--- src/rtl/seq_comparator.sv ---
// Iterative MSB-first magnitude comparator for branch resolution.
// Scans CHUNK bits per cycle, stops at the first differing chunk, returns {EQ, SL, UL} and taken.
module seq_comparator #(
   parameter int WIDTH = 32,
   parameter int CHUNK = 8
) (
   input  logic             clk,
   input  logic             rst_n,
   input  logic             in_valid,
   output logic             in_ready,
   input  logic [WIDTH-1:0] a,
   input  logic [WIDTH-1:0] b,
   input  logic [2:0]       funct3,
   output logic             out_valid,
   input  logic             out_ready,
   output logic [2:0]       cmp_result,
   output logic             taken
);

   localparam int N  = WIDTH / CHUNK;
   localparam int IW = (N > 1) ? $clog2(N) : 1;
   localparam logic [IW-1:0] TOP = IW'(N - 1);

   typedef enum logic [1:0] {IDLE, BUSY, DONE} state_t;

   state_t             state;
   logic [WIDTH-1:0]   a_q, b_q;
   logic [2:0]         f3_q;
   logic [IW-1:0]      idx;

   int unsigned        base;
   logic [WIDTH-1:0]   a_sh, b_sh;
   logic [CHUNK-1:0]   a_ch, b_ch;
   logic               differ, ult, last, sign_diff;
   logic               eq_n, sl_n, ul_n, taken_n;

   assign in_ready = (state == IDLE);

   always_comb begin
      base      = 32'(idx) * CHUNK;
      a_sh      = a_q >> base;
      b_sh      = b_q >> base;
      a_ch      = a_sh[CHUNK-1:0];
      b_ch      = b_sh[CHUNK-1:0];
      differ    = (a_ch != b_ch);
      ult       = (a_ch < b_ch);
      last      = (idx == '0);
      sign_diff = a_q[WIDTH-1] ^ b_q[WIDTH-1];
      // Only consumed when the scan terminates, so !differ here means every chunk matched.
      eq_n      = ~differ;
      ul_n      = differ & ult;
      sl_n      = differ & (sign_diff ? a_q[WIDTH-1] : ult);
      case (f3_q)
         3'b000:  taken_n = eq_n;
         3'b001:  taken_n = ~eq_n;
         3'b100:  taken_n = sl_n;
         3'b101:  taken_n = ~sl_n;
         3'b110:  taken_n = ul_n;
         3'b111:  taken_n = ~ul_n;
         default: taken_n = 1'b0;
      endcase
   end

   always_ff @(posedge clk) begin
      if (!rst_n) begin
         state      <= IDLE;
         idx        <= TOP;
         a_q        <= '0;
         b_q        <= '0;
         f3_q       <= '0;
         out_valid  <= 1'b0;
         cmp_result <= '0;
         taken      <= 1'b0;
      end else begin
         case (state)
            IDLE: begin
               if (in_valid) begin
                  a_q   <= a;
                  b_q   <= b;
                  f3_q  <= funct3;
                  idx   <= TOP;
                  state <= BUSY;
               end
            end
            BUSY: begin
               if (differ || last) begin
                  cmp_result <= {eq_n, sl_n, ul_n};
                  taken      <= taken_n;
                  out_valid  <= 1'b1;
                  state      <= DONE;
               end else begin
                  idx <= idx - 1'b1;
               end
            end
            DONE: begin
               if (out_ready) begin
                  out_valid <= 1'b0;
                  state     <= IDLE;
               end
            end
            default: state <= IDLE;
         endcase
      end
   end

endmodule

--- config.mk ---
export PLATFORM = sky130hd
export DESIGN_NAME = seq_comparator
export DESIGN_NICKNAME = d
export VERILOG_FILES = /design/src/rtl/seq_comparator.sv
export SDC_FILE = /design/constraint.sdc
export NUM_CORES = 1
export LEC_CHECK = 0
export ABC_AREA = 1
export BUFFER_PORTS_ARGS = -buffer_cell sky130_fd_sc_hd__buf_2
export CAP_MARGIN = 0
export CORE_MARGIN = 5
export CORE_UTILIZATION = 30
export DETAILED_ROUTE_END_ITERATION = 10
export PLACE_DENSITY = 0.46
export SYNTH_ARGS = -nofsm -noshare
export SYNTH_HDL_FRONTEND = slang
export SYNTH_SLANG_ARGS = --single-unit
--- constraint.sdc ---
create_clock -name clk -period 2.9 [get_ports clk]
set_input_delay 0.87 -clock clk [delete_from_list [all_inputs] [get_ports clk]]
set_output_delay 0.87 -clock clk [all_outputs]
set_load 0.005 [all_outputs]
## Word-level counts from Yosys, hierarchy flattened

Cells that the tools add are included.

- Add/subtract/negate cells: 1
- $mul: 0
- Divide/modulo/power cells: 0
- $lt $le $gt $ge: 1
- Equality and inequality tests: 12
- Shifts and indexed selects: 2
- Multiplexer cells: 12
- Bitwise gates (word level): 6
- Reductions and logical operators: 11

Operators with widths:

| cell | count |
|---|---|
| >> shifter 32 x 5 -> 8 bit | 2 |
| == test 3 bit, second input constant | 4 |
| two-way mux 2 bit | 5 |
| AND reduction 3 bit | 3 |
| < comparator 8 bit | 1 |
| != test 2 bit, second input constant | 4 |
| != test 8 bit | 1 |
| case mux 1 bit (6 select lines) | 1 |
| case mux 2 bit (3 select lines) | 1 |
| zero test 2 bit | 2 |
| case mux 2 bit (2 select lines) | 1 |
| AND reduction 2 bit | 2 |
| nonzero test 2 bit | 2 |
| == test 3 x 1 -> 1 bit, second input constant | 1 |
| zero test 3 bit | 1 |
| two-way mux 1 bit | 3 |
| inverter 1 bit | 3 |
| bitwise AND 1 bit | 2 |
| == test 2 x 1 -> 1 bit, second input constant | 1 |
| == test 2 bit, second input constant | 1 |
| case mux 1 bit (2 select lines) | 1 |
| subtractor 2 x 1 -> 2 bit, second input constant | 1 |
| logical OR 1 bit | 1 |
| bitwise XOR 1 bit | 1 |

- Register bits: 76
- Latch bits: 0
- RAM bits: 0
- Bits in read-only memories: 0
- Bits of input ports: 71
- Output and inout port bits: 6
- Word-level logic and storage cells: 53
- Memories: 0

## Longest topological paths before layout

Gate-level depths: netlist of the first run.

- Depth after elaboration: 6
- Gate-level depth with buffers: 18
- Depth with buffers taken out: 17

## Worst setup path after synthesis of the first run

OpenSTA, ideal clock, no wires.

- Path kind: register to register
- Start: reg idx[0]
- End: reg cmp_result[2]
- Library setup time: 122 ps
- Arrival time: 2024 ps
- Required time: 2778 ps
- Setup slack: 754 ps
- Cell stages (with the launch flop): 13
- Path buffers: 1
- Period minus slack after synthesis: 2146 ps
- Path through: dfxtp_1 inv_2 clkbuf_1 nand2_1 a32o_1 ha_1 nand2_1 nor2_2 nand3_4 o21ai_2 inv_2 o21ai_1 a21oi_1

- Longest elaborated chain between the ends: 4
- Elaborated cells on any way between the ends: 7
- Classes of those cells: 1 x eq/ne; 2 x shift; 1 x bitwise; 3 x reduce/logical

RTL lines:

| item | line | RTL |
|---|---|---|
| from (decl) | 29 | `logic [IW-1:0] idx;` |
| from (signal assigned) | 92 | `idx <= idx - 1'b1;` |
| >> shifter 32 x 5 -> 8 bit (on tied branches) | 41, 42 |  |
| != test 8 bit | 45 | `differ = (a_ch != b_ch);` |
| logical OR 1 bit | 86 | `if (differ \|\| last) begin` |
| AND reduction 2 bit (no source line) | -- |  |
| to (signal assigned) | 87 | `cmp_result <= {eq_n, sl_n, ul_n};` |
| to (decl) | 16 | `output logic [2:0] cmp_result,` |

Parallel ways exist; a longest one is shown, timed or not.
A chain may end at the register's enable or synchronous reset.

## Worst setup path after layout of the first run

- Start: reg idx[1]
- End: reg taken

- Longest elaborated chain between the ends: 6
- Elaborated cells on any way between the ends: 14
- Classes of those cells: 1 x order compare; 1 x eq/ne; 2 x shift; 2 x mux; 5 x bitwise; 3 x reduce/logical

RTL lines:

| item | line | RTL |
|---|---|---|
| >> shifter 32 x 5 -> 8 bit (on tied branches) | 41, 42 |  |
| < comparator 8 bit | 46 | `ult = (a_ch < b_ch);` |
| two-way mux 1 bit | 52 | `sl_n = differ & (sign_diff ? a_q[WIDTH-1] : ult);` |
| bitwise AND 1 bit | 52 |  |
| inverter 1 bit | 57 | `3'b101: taken_n = ~sl_n;` |
| case mux 1 bit (6 select lines) | 53 | `case (f3_q)` |
| to (signal assigned) | 88 | `taken <= taken_n;` |
| to (decl) | 17 | `output logic taken` |

Parallel ways exist; a longest one is shown, timed or not.

==> impl_metrics.toml, run 1 <==
[sta]
finalSetupViolCount = 0
finalSetupTns_ns = 0
final-max-slew-violation-count = 0
fin_crit_sh = 0.8781
slew_headroom = 0.5613
hold_viol = 0
finalCriticalPeriod_ns = 2.547
fmax_ghz = 0.3927
skew_ns = 0.007003
rsz0062_at_grt = "no"
tightestPinTransition_ns = 0.6573

[clock_tree]
clock-sinks = 76
post_cts_resize_count = 0
root_buffer = "clkbuf_16"
clock_path_buffers = 2
clk_latency_ns = 0.33
hold_buffers = 0
path_clk_slew_ns = 0.06
cts_tree = "yes"
cts_setup_buffers = 0
htree_levels = 3
cts_made_buffers = 9

[floorplanning]
row_count = 39
start_util = 0.3027
dieArea_um2 = 13660
die_h_um = 116.9
die_x_um = 116.9
core_area_um2 = 11320
io_pins = 77

[drt]
wl_met1_um = 4469
vias_per_cell = 4.769
wl_per_cell_um = 14.08
vias = 3267
routed-wl-met2_um = 4648
drt-total-wl_um = 9642
wl_met3_um = 378
ant_nets = 0
drtIter0Drc = 186
first_pass_iters = 4
routed.top_layer = "met4"
drc = 0

[synthesis]
syn_inst = 474
syn_area_um2 = 3427
ys_seq_area_frac = 0.4440
ys.flop_type = "dfxtp_1"
ys_types = 32
synth_area_per_cell_um2 = 7.230
synth-seq-cells = 76
synth_nets = 554
synth_edf_count = 0
async_flop_share = 0
synth_warnings = 0

[run_status]
outcome = "complete, no violations"

[min_path]
hold_path.class = "reg -> reg"
min_delay_worst_endpoint = "cmp_result[0]"
holdCritStartpoint = "cmp_result[0]"
holdPathStages = 2

[critical_path]
worstPathArrival_ns = 2.76
regToRegStartpoint = "idx[1]"
worstPathMaxFanout = 24
end_kind = "flip-flop"
cp.required_ns = 3.11
critPathLaunchType = "flip-flop"
ff2ff_path_depth = 14
reg2reg_slack_ns = 0.35
reg2reg_to = "taken"
critPathKind = "reg -> reg"

[power]
p_total_mw = 2.771
ir_drop_mv = 0.2774
p_per_area_nw_per_um2 = 662.5
p_leak_nw = 1.816

[layout]
final_common_cell = "nor2_1"
drive_gt1_frac = 0.2066
nNetsFinal = 617
area_delta_synth_final_pct = 22.05
layout_common_cells = "nor2_1, o21ai_0, dfxtp_1, buf_2, nand2_1"
n_antenna_cell = 0
fin_util = 0.3695

[global_route]
grt_pass1_vias = 3266
grt_overflow = 0
grt_max_degree = 65
grt_pass1_wl_um = 15660
grt_antenna_before_repair = 0
grt_usage = 0.1460

[placement]
dp_hpwl_um = 7124
io_buffers = 76
gp_congestion = 0.7925

[flow_run]
drv_cap = 0
## metal layers
layer / track usage / up-vias
met5: 0 / -
met4: 0.03823 / 0
met3: 0.03650 / 11
met2: 0.2499 / 73
met1: 0.1837 / 1492
li1: - / 1691
## Yosys cell counts (3+ instances only)
master | count | area share
a21oi_1 | 20 | 0.029
a32o_1 | 7 | 0.020
buf_2 | 6 | 0.0088
buf_4 | 5 | 0.011
clkbuf_1 | 17 | 0.019
dfxtp_1 | 76 | 0.44
ha_1 | 9 | 0.033
inv_1 | 14 | 0.015
inv_2 | 3 | 0.0033
nand2_1 | 40 | 0.044
nand2_2 | 3 | 0.0055
nand3_1 | 3 | 0.0044
nand4_1 | 3 | 0.0055
nor2_1 | 150 | 0.16
nor2_2 | 4 | 0.0073
nor3_1 | 5 | 0.0073
o21ai_0 | 77 | 0.11
o21ai_1 | 11 | 0.016
o22ai_1 | 8 | 0.015
## cell type report
cell class                 instances  area (um2)
inverter                          19       73.82
fill                            1269        7138
sequential                        76        1521
clock buffer                      11       232.7
timing repair buffer              81       417.9
tap                              143       178.9
multi-input combinational        350        1697
clock inverter                     5       61.31
## metrics by stage
| step | worst slack [ns] | instances | hold WS [ns] | instance area (um2) |
|---|---|---|---|---|
| 2_1_floorplan | 0.7540 | 474 | 0.4495 | 3427 |
| 3_3_place_gp | 0.4183 | 669 | 0.4560 | 3889 |
| 3_5_place_dp | 0.3863 | 669 | 0.4605 | 3889 |
| 4_1_cts | 0.3631 | 685 | 0.4697 | 4183 |
| 5_1_grt | 0.1374 | 685 | 0.4878 | 4183 |
| 6_report | 0.3534 | 685 | 0.4672 | 4183 |
## how the worst max path moves through the flow
stage / startpoint / to / slack [ns] / cells after the start
after global routing: idx[1] / taken / 0.14 / 14
after detailed placement: idx[1] / cmp_result[2] / 0.39 / 11
after global placement: idx[1] / cmp_result[1] / 0.42 / 11
final: idx[1] / taken / 0.35 / 14
after floorplan: idx[0] / cmp_result[2] / 0.75 / 12
after CTS: idx[1] / cmp_result[2] / 0.36 / 11
## critical path, cell delays in order, from the launching register on
cell	delay, ns
dfxtp_1	0.31
inv_1	0.48
o21ai_0	0.26
o22ai_1	0.27
ha_1	0.29
nand2_2	0.08
nor2_4	0.04
nand3_4	0.11
inv_2	0.05
nor2_1	0.16
nand2_2	0.09
nand2_1	0.06
nand4_1	0.08
nand2_1	0.08
a21oi_2	0.05
## sequential cells by signal, summed over array words and instances, names as in the netlist
signal / flops
b_q: 32
state: 2
idx: 2
taken: 1
out_valid: 1
f3_q: 3
a_q: 32
cmp_result: 3
## cell families after synthesis
group / synth area share
AND/OR/NAND/NOR: 0.2581
AO/OA/AOI/OAI: 0.2041
flip-flops: 0.4440
buffers and inverters: 0.06097
adder cells (fa/ha/maj): 0.03286
## power by group
group	internal (mW)	switching [mW]	leakage (nW)
Clock	0.670	0.433	0.132
Combinational	0.182	0.278	1.05
Sequential	1.15	0.0626	0.629
Total	2.00	0.774	1.82
Power figures use the tool's default switching activity.
==> run 2, diff against run 1 <==
--- a/config.mk
+++ b/config.mk
@@ -11,7 +11,7 @@
 export CORE_MARGIN = 5
 export CORE_UTILIZATION = 30
 export DETAILED_ROUTE_END_ITERATION = 10
-export PLACE_DENSITY = 0.46
+export PLACE_DENSITY = 0.48
 export SYNTH_ARGS = -nofsm -noshare
 export SYNTH_HDL_FRONTEND = slang
 export SYNTH_SLANG_ARGS = --single-unit
==> constraint.sdc (replaced) <==
create_clock -name clk -period 2.2 [get_ports clk]
set_input_delay 0.66 -clock clk [delete_from_list [all_inputs] [get_ports clk]]
set_output_delay 0.66 -clock clk [all_outputs]
set_load 0.005 [all_outputs]
==> run 2 against run 1 <==
Against the previous run: the run now ends with negative setup slack left; sequential power rose by 32%; via count rose by 2.1%; clock skew rose by 0.0022 ns; worst setup slack got worse by 0.41 ns; utilization rose by 3.9 points; wire length rose by 3.2%; clock power rose by 35%; critical path depth fell by 3; sequential cell count did not move; power rose by 37%; first-iteration DRC count fell by 5.9%; critical path type unchanged.
==> impl_metrics.toml, run 2 (same netlist as run 1, synthesis figures left out) <==
[min_path]
hold_path.class = "reg -> reg"
holdPathStages = 2

[critical_path]
end_kind = "flip-flop"
ff2ff_path_depth = 11
cp.required_ns = 2.41
worstPathArrival_ns = 2.47
critPathKind = "reg -> reg"
critPathSlowestCell = "dfxtp_4"
critPathMaxStageDelay_ns = 0.38
crit_top_cell = "nor2_2"
critPathLaunchType = "flip-flop"
worstPathMaxFanout = 15
crit_chain = "buf_6, o21ai_0, o22ai_2, ha_1, nand2_4, nor2_4, nand3_4, nor4_4, nor2_2, nor2_2, a31oi_1"

[sta]
finalCriticalPeriod_ns = 2.260
final-max-slew-violation-count = 0
fin_crit_sh = 1.027
fmax_ghz = 0.4424
hold_viol = 0
rsz0062_at_grt = "yes"
finalSetupViolCount = 3
skew_ns = 0.009163
slew_headroom = 0.8039
setup_slack_ns = -0.06042
tightestPinTransition_ns = 0.2939

[clock_tree]
cts_made_buffers = 9
path_clk_slew_ns = 0.06
cts_tree = "yes"
clock-sinks = 76
clock_path_buffers = 2
htree_levels = 3
root_buffer = "clkbuf_16"
clk_latency_ns = 0.34

[floorplanning]
dieArea_um2 = 13660
die_h_um = 116.9
row_count = 39
io_pins = 77
start_util = 0.3027
core_area_um2 = 11320
die_x_um = 116.9

[layout]
drive_gt1_frac = 0.2849
area_delta_synth_final_pct = 35.05
final_common_cell = "nor2_1"
n_antenna_cell = 0
fin_area_um2 = 4628
instances_no_fill = 701
reg_top3 = "a_q x32, b_q x32"
nNetsFinal = 633
layout_common_cells = "nor2_1, buf_2, dfxtp_1, o21ai_0, nand2_1"

[global_route]
grt_pass1_wl_um = 15190
grt_overflow = 0
use_met3 = 0.03239
use_met2 = 0.2359
grt_antenna_before_repair = 0
grt_max_degree = 61
gr-usage-met1 = 0.1872
grt_usage = 0.1443
grt-busiest-layer = "met2"
grt_pass1_vias = 3157

[drt]
drc = 0
ant_nets = 0
vias = 3336
drtIter0Drc = 175
wl_per_cell_um = 14.20
drt-total-wl_um = 9953
first_pass_iters = 4
vias_per_cell = 4.759

[placement]
io_buffers = 76
placed_cell_area_um2 = 4036
dp_hpwl_um = 7113
place_inst = 677
gp_congestion = 0.8132
pre_cts_slack_ns = 0.02489

[power]
p_per_area_nw_per_um2 = 821.1
p_leak_nw = 1.992
ir_drop_mv = 0.4753

[run_status]
outcome = "finished, violations left"
violations = "negative setup slack"

[flow_run]
drv_cap = 0
-- run 2: final cells by class --
cell class	count	area [um2]
inverter	19	81.33
clock inverter	5	60.06
timing repair buffer	97	693.2
fill	1196	6693
multi-input combinational	350	1847
sequential	76	1525
tap	143	178.9
clock buffer	11	242.7
-- run 2: power breakdown --
part	switching [mW]	internal (mW)
registers	0.0921	1.51
logic	0.394	0.314
clock network	0.576	0.913
-- run 2: timing repair --
item / in CTS / in global routing
setup buffers: 0 / 5
setup endpoints to repair: 0 / 9
resized for setup: 0 / 50
hold buffers: 0 / 0
-- run 2: worst max-delay path, delay by kind of cell (launching register included) --
| kind | cells | cell delay (ns) |
|---|---|---|
| AOI/OAI and AO/OA | 3 | 0.46 |
| adders and majority gates | 1 | 0.33 |
| buffers and inverters | 1 | 0.16 |
| DFF | 1 | 0.38 |
| and+or+nand+nor | 6 | 0.80 |
-- run 2: per-layer routing --
metal / share of wire / up-vias
met1: 0.46 / 1507
li1: - / 1739
met4: 0.011 / 0
met5: 0 / -
met3: 0.050 / 10
met2: 0.48 / 80
-- run 2: worst paths after layout --
kind,start,slack (ns),end
setup reg to reg,idx[0],-0.06,idx[1]
hold reg to reg,cmp_result[0],0.47,cmp_result[0]
setup / recovery,idx[0],-0.06,idx[1]
hold / removal,cmp_result[0],0.47,cmp_result[0]
-- run 2: metrics by stage --
step	setup TNS, ns	util	hold WS (ns)	power, mW
CTS	0	0.3833	0.4684	3.761
detailed placement	0	0.3565	0.4588	2.261
floorplan	0	-	0.4495	2.041
finish	-0.07085	0.4088	0.4652	3.800
global placement	0	0.3565	0.4564	2.251
global route	-0.9238	0.4088	0.4822	4.004
